===== src/rtl/pipe_add_n.sv =====
// Pipelined WIDTH-bit adder: one SLICE-bit ripple segment per stage, global-stall valid/ready.
// Optional subtract mode enabled by defining PIPE_ADD_N_SUB_EN (adds the `sub` input).

module pipe_add_n_stage #(
  parameter int WIDTH = 16,
  parameter int SLICE = 4,
  parameter int K     = 0
) (
  input  logic             clk,
  input  logic             rst_n,
  input  logic             en,
  input  logic             vld_i,
  input  logic [WIDTH-1:0] x_i,
  input  logic [WIDTH-1:0] y_i,
  input  logic [WIDTH-1:0] sum_i,
  input  logic             cy_i,
  output logic             vld_o,
  output logic [WIDTH-1:0] x_o,
  output logic [WIDTH-1:0] y_o,
  output logic [WIDTH-1:0] sum_o,
  output logic             cy_o
);
  logic [SLICE:0]   part;
  logic [WIDTH-1:0] sum_nx;

  always_comb begin
    part   = {1'b0, x_i[K*SLICE +: SLICE]} + {1'b0, y_i[K*SLICE +: SLICE]}
           + {{SLICE{1'b0}}, cy_i};
    sum_nx = sum_i;
    sum_nx[K*SLICE +: SLICE] = part[SLICE-1:0];
  end

  // Data only moves with a valid beat, so the last stage holds its result across bubbles.
  always_ff @(posedge clk or negedge rst_n) begin
    if (!rst_n) begin
      vld_o <= 1'b0;
      x_o   <= '0;
      y_o   <= '0;
      sum_o <= '0;
      cy_o  <= 1'b0;
    end else if (en) begin
      vld_o <= vld_i;
      if (vld_i) begin
        x_o   <= x_i;
        y_o   <= y_i;
        sum_o <= sum_nx;
        cy_o  <= part[SLICE];
      end
    end
  end
endmodule

module pipe_add_n #(
  parameter int WIDTH = 16,
  parameter int SLICE = 4
) (
  input  logic             clk,
  input  logic             rst_n,
  input  logic             in_valid,
  output logic             in_ready,
  input  logic [WIDTH-1:0] x,
  input  logic [WIDTH-1:0] y,
  input  logic             cy_in,
`ifdef PIPE_ADD_N_SUB_EN
  input  logic             sub,
`endif
  output logic             out_valid,
  input  logic             out_ready,
  output logic [WIDTH-1:0] s,
  output logic             cy_out
);
  localparam int STAGES = (SLICE < 1) ? 1 : WIDTH / SLICE;

  if (SLICE < 1) begin : g_bad_slice
    $fatal(1, "pipe_add_n: SLICE must be >= 1");
  end else if (WIDTH % SLICE != 0) begin : g_bad_width
    $fatal(1, "pipe_add_n: WIDTH must be a multiple of SLICE");
  end

  logic [STAGES:0]            vld_pipe;
  logic [STAGES:0][WIDTH-1:0] xp, yp, sp;
  logic [STAGES:0]            cp;
  logic                       stall;
  logic [WIDTH-1:0]           y_eff;
  logic                       c_eff;

`ifdef PIPE_ADD_N_SUB_EN
  // x - y as x + ~y + 1; the final carry is the no-borrow flag.
  assign y_eff = sub ? ~y : y;
  assign c_eff = sub | cy_in;
`else
  assign y_eff = y;
  assign c_eff = cy_in;
`endif

  assign stall       = out_valid && !out_ready;
  assign in_ready    = !stall;
  assign vld_pipe[0] = in_valid;
  assign xp[0]       = x;
  assign yp[0]       = y_eff;
  assign sp[0]       = '0;
  assign cp[0]       = c_eff;

  for (genvar k = 0; k < STAGES; k++) begin : g_stage
    pipe_add_n_stage #(.WIDTH(WIDTH), .SLICE(SLICE), .K(k)) u_stage (
      .clk   (clk),
      .rst_n (rst_n),
      .en    (!stall),
      .vld_i (vld_pipe[k]),
      .x_i   (xp[k]),
      .y_i   (yp[k]),
      .sum_i (sp[k]),
      .cy_i  (cp[k]),
      .vld_o (vld_pipe[k+1]),
      .x_o   (xp[k+1]),
      .y_o   (yp[k+1]),
      .sum_o (sp[k+1]),
      .cy_o  (cp[k+1])
    );
  end

  assign out_valid = vld_pipe[STAGES];
  assign s         = sp[STAGES];
  assign cy_out    = cp[STAGES];
endmodule

===== config.mk =====
export PLATFORM = sky130hd
export DESIGN_NAME = pipe_add_n
export DESIGN_NICKNAME = d
export VERILOG_FILES = /design/src/rtl/pipe_add_n.sv
export SDC_FILE = /design/constraint.sdc
export NUM_CORES = 1
export LEC_CHECK = 0
export CORE_MARGIN = 3
export CORE_UTILIZATION = 49
export CTS_CLUSTER_DIAMETER = 100
export CTS_CLUSTER_SIZE = 30
export DETAILED_ROUTE_END_ITERATION = 8
export PLACE_DENSITY = 0.75
export SYNTH_ARGS = -nofsm -noshare
export SYNTH_HDL_FRONTEND = slang
export SYNTH_SLANG_ARGS = --single-unit

===== constraint.sdc =====
create_clock -name clk -period 1.6 [get_ports clk]
set_input_delay 0.16 -clock clk [delete_from_list [all_inputs] [get_ports clk]]
set_output_delay 0.16 -clock clk [all_outputs]
set_load 0.01 [all_outputs]

==> reports/qor.yml <==
timing:
  rsz0062_at_grt: "yes"
  finClkSkew_ns: 0.009587
  layout_setup_ws_ns: -0.03965
  setup_viol: 3
  fmax_mhz: 609.9
  finalCritPeriodShare_pct: 102.5
  post-route-min-period_ns: 1.640
  slew_violations: 0
  timing.setup.tns_ns: -0.05752
  slew_headroom_pct: 67.66
  finalHoldViolCount: 0
  worst_slew_pin_slew_ns: 0.4852
synthesis:
  synth_top_area_share_pct: 57.81
  synthCells: 290
  synth_edf_count: 0
  synthAdderAreaFrac_pct: 7.468
  avgSynthCellArea_sq_um: 14.33
  synth_xor_area_share_pct: 0.8431
  synth_top_family_by_area: "multiplexers"
  synth_area_sq_um: 4155
  synthTopCellsByCount: "dfrtp_1 (96), mux2_2 (75), o21ai_0 (27), inv_1 (15), ha_1 (12)"
  synth_most_common_cell: "dfrtp_1"
  synth_area_leader_cell: "dfrtp_1"
  synth_cell_type_count: 30
  synth_warnings: 0
  synthTopCellsByArea: "dfrtp_1 (58%), mux2_2 (20%), fa_1 (3.9%)"
  async_reset_ff_share_pct: 100.0
  yosysSeqAreaShare_pct: 57.81
  synth_compound_area_share_pct: 6.474
  ys_ff_latch: 96
  ys.flop_type: "dfrtp_1"
  synth-simple-area-share_pct: 3.403
  synth_nets: 347
  muxShareOfSynthArea_pct: 20.60
outcome:
  run_status: "finished with violations"
  violations: "negative setup slack"
routing:
  ant_nets: 0
  drc: 0
  drt_first_pass_iters: 4
  routed_wl_microns: 7202
  via_per_inst: 5.237
  routedWlPerCell_microns: 15.23
  vias: 2477
  first_iter_violations: 75
worst_setup_path:
  cp-end-kind: "flip-flop"
  r2r_end: "g_stage[2].u_stage.cy_o$_DFFE_PN0P_"
  reg2regPathDepth: 5
  timing.critical_path.from: "g_stage[1].u_stage.cy_o$_DFFE_PN0P_"
  r2r_start: "g_stage[1].u_stage.cy_o$_DFFE_PN0P_"
  critical_path.most_common_cell: "fa_2"
  ff2ff_setup_slack_ns: -0.04
  start_kind: "flip-flop"
  slowest_stage: "fa_2"
  crit_type: "flip-flop to flip-flop"
  worstPathCellList: "fa_2, fa_2, a21o_1, a21oi_2, o21ai_1"
  crit_fanout: 2
  cp_data_required_time_ns: 1.84
  cp.arrival_ns: 1.88
  cp_slowest_stage_delay_ns: 0.43
  setup.worst_path.end: "g_stage[2].u_stage.cy_o$_DFFE_PN0P_"
placed_design:
  io_buffers: 55
  hpwl_microns: 5145
  gp_congestion: 0.8518
final_layout:
  num_antenna_cells: 0
  fin_nets: 425
  n_fill_cell: 599
  fin_util_pct: 65.95
  area_growth_pct: 26.47
  layout-drive-gt1-share_pct: 33.69
floorplanning:
  num_io_pins: 56
  initial_core_util_pct: 52.15
  core_sq_um: 7968
  fp-row-count: 32
  die_h_microns: 98.09
  die_x_microns: 98.09
  die-area_sq_um: 9621
global_routing:
  grt_pass1_vias: 2615
  overflow: 0
  grt_pass1_wl_microns: 12730
  antenna_found_initial: 0
  grt_max_degree: 97
  grt_usage_pct: 16.55
clock_tree:
  clkSlewWorstSetupHoldPaths_ns: 0.09
  htreeDepth: 3
  cts_root_buf: "clkbuf_8"
  clk_latency_ns: 0.35
  cts.sinks: 96
  cts_max_path_buffers: 2
  cts_tree: "built"
  numCtsBuffers: 9
pwr:
  ir_drop_uv: 762.8
  power_mw: 9.868
  power_leakage_nw: 2.305
  p_per_area_nw_per_um2: 1878
min_path:
  hold_class: "primary input to asynchronous set/reset pin"
job:
  maxCapViolCount: 0
[kinds of logic (layout without fill, tap and decap cells)]
| logic type | count (synthesis) | after routing |
|---|---|---|
| DFF | 96 | 96 |
| adders and majority gates | 20 | 20 |
| buffers and inverters | 26 | 107 |
| AOI/OAI and AO/OA | 48 | 48 |
| xor gates and xnor gates | 4 | 4 |
| and+or+nand+nor | 20 | 20 |
| muxes | 76 | 76 |
[worst min path at each step]
stage          start  depth (start not counted)                                endpoint  slack [ns]
4_1_cts        x[15]                          2  g_stage[0].u_stage.x_o[15]$_DFFE_PN0P_        0.40
3_3_place_gp   rst_n                          2   g_stage[0].u_stage.y_o[4]$_DFFE_PN0P_        0.25
3_5_place_dp   rst_n                          2   g_stage[0].u_stage.y_o[4]$_DFFE_PN0P_        0.25
6_report       rst_n                          3   g_stage[0].u_stage.y_o[4]$_DFFE_PN0P_        0.39
5_1_grt        y[11]                          2  g_stage[0].u_stage.y_o[11]$_DFFE_PN0P_        0.40
2_1_floorplan  rst_n                          0     g_stage[0].u_stage.cy_o$_DFFE_PN0P_       -0.14
[worst max-delay path, delay by kind of cell, from the launching register on]
family / cells / cell delay (ns)
compound gates: 3 / 0.34
flops: 1 / 0.41
fa+ha+maj: 2 / 0.78
[final cells by class]
cell class / instances / area, sq um / share of cell area (%)
flip-flops and latches: 96 / 2402 / 45.71
multi-input cells: 168 / 1638 / 31.17
repair buffers: 77 / 839.6 / 15.98
well taps: 102 / 127.6 / 2.429
clock buffers: 9 / 123.9 / 2.357
inverters: 16 / 65.06 / 1.238
clock inverters: 5 / 58.81 / 1.119
[what timing repair did]
| item | in CTS | in global routing |
|---|---|---|
| setup buffers | 2 | 2 |
| gates resized for setup | 6 | 6 |
| endpoints found under the setup margin | 7 | 10 |
| hold buffers | 1 | 0 |
| pin swaps | 2 | 2 |
| endpoints found under the hold margin | 96 | 0 |
[per-stage QoR]
stage / instance area, sq um / hold slack [ns] / setup WS [ns] / cells
final: 5255 / 0.3931 / -0.03965 / 473
after CTS: 5235 / 0.3960 / -0.04987 / 471
after detailed placement: 5012 / 0.2496 / -0.3603 / 454
after global routing: 5255 / 0.3979 / -0.07903 / 473
after floorplan: 4160 / -0.1356 / -0.002293 / 290
after global placement: 5012 / 0.2478 / -0.3037 / 454
[cells in the final DEF, fill, tap and decap left out, drive strengths merged, types with 2 or more instances in the layout]
| cell | count |
|---|---|
| nor3 | 3 |
| a21oi | 11 |
| dfrtp | 96 |
| nand3 | 3 |
| o31ai | 3 |
| buf | 22 |
| clkbuf | 9 |
| clkdlybuf4s50 | 53 |
| and3b | 3 |
| a21boi | 4 |
| xor2 | 3 |
| fa | 8 |
| clkinvlp | 2 |
| nand2 | 5 |
| inv | 17 |
| nor2b | 4 |
| ha | 12 |
| o21ai | 27 |
| mux2 | 76 |
[sequential cells by signal, indices dropped and copies added (netlist names)]
signal / count
g_stage.u_stage.sum_o: 40
g_stage.u_stage.x_o: 24
g_stage.u_stage.vld_o: 4
g_stage.u_stage.cy_o: 4
g_stage.u_stage.y_o: 24
[power by group]
part           switching, mW  internal, mW
sequential             0.622          3.51
combinational           1.67          2.56
clock                  0.805         0.708
[layer usage]
metal  GRT usage, %  part of all wire, %
met1          21.60                   45
met5              0                    0
met2          27.75                   50
met3          2.786                  3.0
met4          6.390                  1.5
Power figures use the tool's default switching activity.
